[config.mk]
export PLATFORM = sky130hd
export DESIGN_NAME = trap_ctrl
export DESIGN_NICKNAME = d
export VERILOG_FILES = /design/src/rtl/trap_ctrl.sv
export SDC_FILE = /design/constraint.sdc
export NUM_CORES = 1
export LEC_CHECK = 0
export ABC_AREA = 1
export CORE_UTILIZATION = 38
export CTS_BUF_LIST = sky130_fd_sc_hd__clkbuf_2 sky130_fd_sc_hd__clkbuf_4 sky130_fd_sc_hd__clkbuf_8
export CTS_CLUSTER_DIAMETER = 60
export DETAILED_ROUTE_END_ITERATION = 7
export GPL_TIMING_DRIVEN = 0
export HOLD_SLACK_MARGIN = 0.15
export PLACE_DENSITY = 0.87
export SLEW_MARGIN = 30
export SYNTH_ARGS = -nofsm -noshare
export SYNTH_HDL_FRONTEND = slang
export SYNTH_SLANG_ARGS = --single-unit
[constraint.sdc]
create_clock -name clk -period 1.4 [get_ports clk]
set_clock_uncertainty 0.05 [all_clocks]
set_input_delay 0.14 -clock clk [delete_from_list [all_inputs] [get_ports clk]]
set_output_delay 0.14 -clock clk [all_outputs]
set_load 0.005 [all_outputs]
[src/rtl/trap_ctrl.sv]
// trap_ctrl: ROB-side trap sequencer.
//
// When the committing ROB head carries an exception, this block reports it
// to the CSR unit, flushes the pipeline for FLUSH_CYCLES cycles, and then
// redirects fetch to the trap vector that the CSR unit returned. Commit is
// stalled (trap_busy) from the cycle after the trigger until the redirect is
// accepted. Every output is a register, so no input reaches an output
// combinationally.
//
// Ports:
//   clk, rst                 clock, synchronous active-high reset
//   rob_head_*               ROB head status: valid, error, ecause, pc[31:2], tval
//   trap_busy                trap in progress, ROB must hold the head
//   rob_flush                pipeline flush, REPORT through the end of FLUSH
//   rob_csr_valid/epc/ecause/tval
//                            one-cycle trap report to the CSR unit
//   csr_tvec                 trap vector[31:2] from the CSR unit
//   redirect_valid/pc/ready  fetch redirect handshake
//   trap_count               traps taken, wraps modulo 2^16
module trap_ctrl #(
  parameter int FLUSH_CYCLES = 2  // rob_flush high time, legal range 1..15
) (
  input  logic        clk,
  input  logic        rst,
  input  logic        rob_head_valid,
  input  logic        rob_head_error,
  input  logic [4:0]  rob_head_ecause,
  input  logic [29:0] rob_head_pc,
  input  logic [31:0] rob_head_tval,
  output logic        trap_busy,
  output logic        rob_flush,
  output logic        rob_csr_valid,
  output logic [29:0] rob_csr_epc,
  output logic [4:0]  rob_csr_ecause,
  output logic [31:0] rob_csr_tval,
  input  logic [29:0] csr_tvec,
  output logic        redirect_valid,
  output logic [29:0] redirect_pc,
  input  logic        redirect_ready,
  output logic [15:0] trap_count
);

  typedef enum logic [1:0] {IDLE, REPORT, FLUSH, REDIRECT} state_t;

  localparam logic [3:0] FLUSH_LOAD = 4'(FLUSH_CYCLES - 1);

  state_t     state;
  logic [3:0] flush_cnt;

  always_ff @(posedge clk) begin
    if (rst) begin
      state          <= IDLE;
      flush_cnt      <= '0;
      trap_busy      <= 1'b0;
      rob_flush      <= 1'b0;
      rob_csr_valid  <= 1'b0;
      rob_csr_epc    <= '0;
      rob_csr_ecause <= '0;
      rob_csr_tval   <= '0;
      redirect_valid <= 1'b0;
      redirect_pc    <= '0;
      trap_count     <= '0;
    end else begin
      case (state)
        IDLE: begin
          // Head inputs only matter here, so anything presented while busy
          // is naturally ignored.
          if (rob_head_valid && rob_head_error) begin
            rob_csr_epc    <= rob_head_pc;
            rob_csr_ecause <= rob_head_ecause;
            rob_csr_tval   <= rob_head_tval;
            rob_csr_valid  <= 1'b1;
            rob_flush      <= 1'b1;
            trap_busy      <= 1'b1;
            state          <= REPORT;
          end
        end
        REPORT: begin
          // tvec is taken at the end of the report cycle; any CSR update the
          // report causes lands afterwards and is not seen here.
          redirect_pc   <= csr_tvec;
          rob_csr_valid <= 1'b0;
          flush_cnt     <= FLUSH_LOAD;
          if (FLUSH_CYCLES > 1) begin
            state <= FLUSH;
          end else begin
            rob_flush      <= 1'b0;
            redirect_valid <= 1'b1;
            state          <= REDIRECT;
          end
        end
        FLUSH: begin
          // REPORT already counted as the first flush cycle, so the counter
          // covers the remaining FLUSH_CYCLES-1.
          if (flush_cnt == 4'd1) begin
            rob_flush      <= 1'b0;
            redirect_valid <= 1'b1;
            state          <= REDIRECT;
          end else begin
            flush_cnt <= flush_cnt - 4'd1;
          end
        end
        REDIRECT: begin
          if (redirect_ready) begin
            redirect_valid <= 1'b0;
            trap_busy      <= 1'b0;
            trap_count     <= trap_count + 16'd1;
            state          <= IDLE;
          end
        end
        default: state <= IDLE;
      endcase
    end
  end

endmodule

## Word-level counts from Yosys, hierarchy flattened

Cells that the tools add are included.

- Register bits after elaboration: 123
- Bits in latches: 0
- RAM bits: 0
- Memory bits (read-only): 0
- Input bits: 102
- Output and inout port bits: 117
- Word-level logic and storage cells: 50
- Memories kept: 0

- Add/sub/neg operators: 2
- Multipliers: 0
- Divide/modulo/power cells: 0
- $lt $le $gt $ge: 0
- Eq/ne operators: 8
- Shifts and indexed selects: 0
- Muxes and demuxes: 14
- Bitwise logic cells: 0
- Reduce and logical (&&, ||, !) cells: 15

Operator list:

| kind | number |
|---|---|
| $add A16 B1 Y16 const B | 1 |
| $reduce_and A3 Y1 | 4 |
| $reduce_bool A2 Y1 | 5 |
| $ne A2 B2 Y1 const B | 4 |
| $pmux W1 S2 | 4 |
| $pmux W2 S4 | 1 |
| $pmux W4 S2 | 1 |
| $reduce_and A2 Y1 | 4 |
| $mux W2 | 3 |
| $eq A2 B2 Y1 const B | 2 |
| $eq A4 B1 Y1 const B | 1 |
| $mux W1 | 4 |
| $mux W4 | 1 |
| $sub A4 B1 Y4 const B | 1 |
| $eq A2 B1 Y1 const B | 1 |
| $logic_not A2 Y1 | 1 |
| $logic_and A1 B1 Y1 | 1 |

## Longest topological paths before layout

- Depth after elaboration: 3
- Gate-level depth with buffers: 10
- Mapped depth without buffers: 10

## Least setup slack after synthesis

No wires, ideal clock.

- Path kind: flip-flop to flip-flop
- Start point: register state[0]
- End point: register rob_csr_tval[10]
- Setup time: 0.071 ns
- Arrival: 1.290 ns
- Required time: 1.279 ns
- Slack: -0.011 ns
- Stages on the path, launching flop included: 8
- Path buffers: 2
- Period minus slack after synthesis: 1.411 ns
- Cell sequence: dfxtp_1 -> inv_1 -> ha_1 -> nand3_2 -> buf_2 -> buf_2 -> nand2_1 -> a21oi_1

- Word-level cells in the longest chain between the ends: 2

RTL lines:

| element | RTL line | RTL |
|---|---|---|
| start, declared | 47 | `state_t state;` |
| start signal, assigned | 52 | `state <= IDLE;` |
| start signal, assigned | 75 | `state <= REPORT;` |
| start signal, assigned | 85 | `state <= FLUSH;` |
| $logic_not A2 Y1 | 64 | `case (state)` |
| $reduce_and A2 Y1 (no source line) | n/a |  |
| end signal, assigned | 71 | `rob_csr_tval <= rob_head_tval;` |
| end, declared | 35 | `output logic [31:0] rob_csr_tval,` |

No other way between the ends.
A chain may end at the register's enable or synchronous reset.

## Worst setup path after layout

- Start point: register state[1]
- End point: register rob_csr_tval[14]

The elaborated chain is that of the path after synthesis.

==> results.md <==
* Status: finished with violations
* Failing checks: setup timing
* HP Class: input port to register
* Worst path slowest cell: dfxtp_4
* CTS tree: yes
* Buf/Inv on CP at 4
* Comb power frac at 30.4%
* Synth Instances at 621
* Die Footprint at 0.0128 mm²
* Layout Cells excl Fill at 1049
* Place WS at -0.313 ns
* Critical Path RT at 1.70 ns
* Starting DRT DRC Count at 288
* H-tree depth at 4
* Global-route wire length before repair at 22400 µm
* Post-synth EDFFs at 0
* Horiz. Die Dim at 113 µm
* GRT Total Usage at 22.3%
* Placed cells at 986
* Switching part of the total at 30.5%
* Die height at 113 µm
* Min Tclk post-route at 1.50 ns
* CTS Root Cell: clkbuf_8
* Clock Power Share at 31.4%
* Vias at 5101
* Max-slew violations at 0
* DRT antenna net count at 0
* Register area share after synthesis at 52.7%
* Post-synthesis cell type count at 30
* Net count, final at 998
* Crit. End Element: register
* Cell Pwr Density at 1450 mW/mm²
* First-pass DRT Iterations at 7
* Area of the mapped netlist at 0.00468 mm²
* Max Clk Rate at 666 MHz
* Slew HR at 45.0%
* Design area at 0.00812 mm²
* Crit start category: register
* Sw power at 3.60 mW
* CTS buffer count at 17
* Later-pin clock latency in the skew report at 0.44 ns
* Power Total at 11.8 mW
* Max VDD drop at 966 µV
* Internal at 8.20 mW
* GPL Wtd Cong at 0.794
* Worst-path fanout max at 6
* Initial core utilization at 38.9%
* Cell Rows at 40
* Family with the most delay on the worst path: buffers and inverters
* Final hold violation count at 0
* Antenna Cells at 0
* Arr. time, crit path at 1.80 ns
* DR WL/cell at 14.4 µm
* Clock Tree Buf Depth at 2
* Fraction of final layout cells sized beyond drive strength 1 at 21.3%
* Io pins at 219
* Final setup viols at 17
* Fin util at 67.6%
* Worst-margin pin slew at 0.825 ns
* Max-Cap Viols at 0
* CTS sink cnt at 123
* Top_reg_cell synth: dfxtp_1
* Largest net degree at the start of global routing at 17
* Post-synth ARST share at 0%
* Dpl hpwl at 9570 µm
* Synthesis-to-finish area growth at 73.6%
* DR vias/cell at 4.86
* CTS clock-pin slew for the worst setup and hold paths at 0.08 ns
* Drc violations at 0
* Worst path cell trace: inv_2, ha_4, nand3_4, inv_6, buf_8, clkbuf_16, nand2_4, a21oi_2
* Crit path kind: register to register
* Mean post-synth cell area at 7.53 µm²
* Unrepaired setup endpoints after global routing: true
* Crit-path max cell delay at 0.37 ns
* Syn nets at 730
* Antenna violations before repair at 0
* Synth warn at 0
* Placed Area at 0.00704 mm²
* Final Routed Wirelength at 15100 µm
* Part of the power in registers at 38.1%
* LEAKAGE at 3.71 nW
* I/O Buffers at 218
* Core area at 0.0120 mm²
* Period utilisation layout at 107%
* Final WS setup at -0.101 ns
* GRT overflow at 0
* Vias in the first global route at 4784
* Number of synthesized register bits at 123
## area by class of cell
cell class / count / area (µm²)
Buffer: 33 / 241
Clock buffer: 21 / 283
Clock inverter: 11 / 190
Fill cell: 964 / 3900
Inverter: 32 / 138
Multi-Input combinational cell: 433 / 2270
Sequential cell: 123 / 2520
Tap cell: 147 / 184
Timing Repair Buffer: 249 / 2290
## logic make-up after synthesis
logic type,count (synthesis),share of synthesized area [%]
DFF,123,52.7
buffers and inverters,65,5.86
and+or+nand+nor,294,25.2
AOI/OAI and AO/OA,132,14.4
adders and majority gates,7,1.87
## through the flow
stage | setup TNS, ns | hold WS (ns)
2_1_floorplan | -0.322 | 0.225
3_3_place_gp | -21.40 | 0.401
3_5_place_dp | -22.39 | 0.404
4_1_cts | -0.0387 | 0.171
5_1_grt | -5.19 | 0.160
6_report | -0.429 | 0.192
## cells in the final DEF, fill, tap and decap left out, types with 4 or more instances in the layout
master,synthesis,final
nand2_1,177,158
dlygate4sd2_1,0,116
clkdlybuf4s50_1,0,101
dfxtp_1,123,90
nor2_1,91,87
a21oi_1,83,56
o21ai_0,41,38
buf_4,2,36
a21oi_2,0,26
dfxtp_2,0,26
inv_1,30,25
clkbuf_8,0,20
nand2_4,0,11
nand2_2,1,8
clkbuf_2,2,8
nand3_1,10,8
dfxtp_4,0,7
buf_8,0,6
clkbuf_1,15,6
o21ai_1,2,5
bufinv_16,0,5
nand4_1,4,4
ha_4,0,4
clkinvlp_4,0,4
## final timing paths
check | startpoint | endpoint | slack [ns] | cells after the start
max | state[1] | rob_csr_tval[14] | -0.10 | 8
min | rob_head_pc[20] | rob_csr_epc[20] | 0.19 | 3
max reg2reg | state[1] | rob_csr_tval[14] | -0.10 | 8
min reg2reg | rob_csr_tval[22] | rob_csr_tval[22] | 0.41 | 2
## cells in the mapped netlist, drive strengths merged (2+ instances only)
| master | n | area share (%) |
|---|---|---|
| dfxtp | 123 | 53 |
| nand2 | 178 | 14 |
| a21oi | 83 | 8.9 |
| ha | 7 | 1.9 |
| o21a | 2 | 0.32 |
| nand3 | 13 | 1.7 |
| nor3 | 4 | 0.67 |
| clkbuf | 17 | 1.4 |
| o21ai | 43 | 4.6 |
| nor2 | 92 | 7.5 |
| buf | 16 | 1.9 |
| nand4 | 4 | 0.54 |
| inv | 32 | 2.6 |
## worst register-to-register path: stages, from the launching register on
cell	delay, ns
dfxtp_4	0.37
inv_2	0.08
ha_4	0.17
nand3_4	0.12
inv_6	0.12
buf_8	0.13
clkbuf_16	0.16
nand2_4	0.06
a21oi_2	0.16
## flip-flops by register name, indices dropped and copies added, names as in the netlist
name / cells
rob_csr_tval: 32
redirect_pc: 30
rob_csr_epc: 30
trap_count: 16
rob_csr_ecause: 5
flush_cnt: 4
state: 2
redirect_valid: 1
rob_csr_valid: 1
rob_flush: 1
trap_busy: 1
## routing by layer
layer	global-route usage (%)	part of all wire, %	up-vias
li1	-	-	2533
met1	24.7	40	2378
met2	38.1	51	167
met3	9.80	7.0	23
met4	7.89	1.6	0
met5	0	0	-
## timing repair
item / in CTS / in global routing
setup buffers: 13 / 17
resized for setup: 195 / 101
pin swaps: 3 / 21
endpoints found under the hold margin: 0 / 0
hold buffers: 0 / 0
setup endpoints to repair: 230 / 112
gates cloned: 0 / 1
## power groups by stage
| stage | registers, mW | logic [mW] | clock network, mW |
|---|---|---|---|
| 5_1_grt | 4.57 | 3.99 | 3.94 |
| 6_report | 4.50 | 3.59 | 3.71 |
| 4_1_cts | 4.48 | 3.09 | 3.75 |
| 2_1_floorplan | 4.56 | 1.35 | 0 |
| 3_3_place_gp | 4.51 | 3.19 | 0 |
| 3_5_place_dp | 4.54 | 3.22 | 0 |
(Power assumes the default switching activity.)
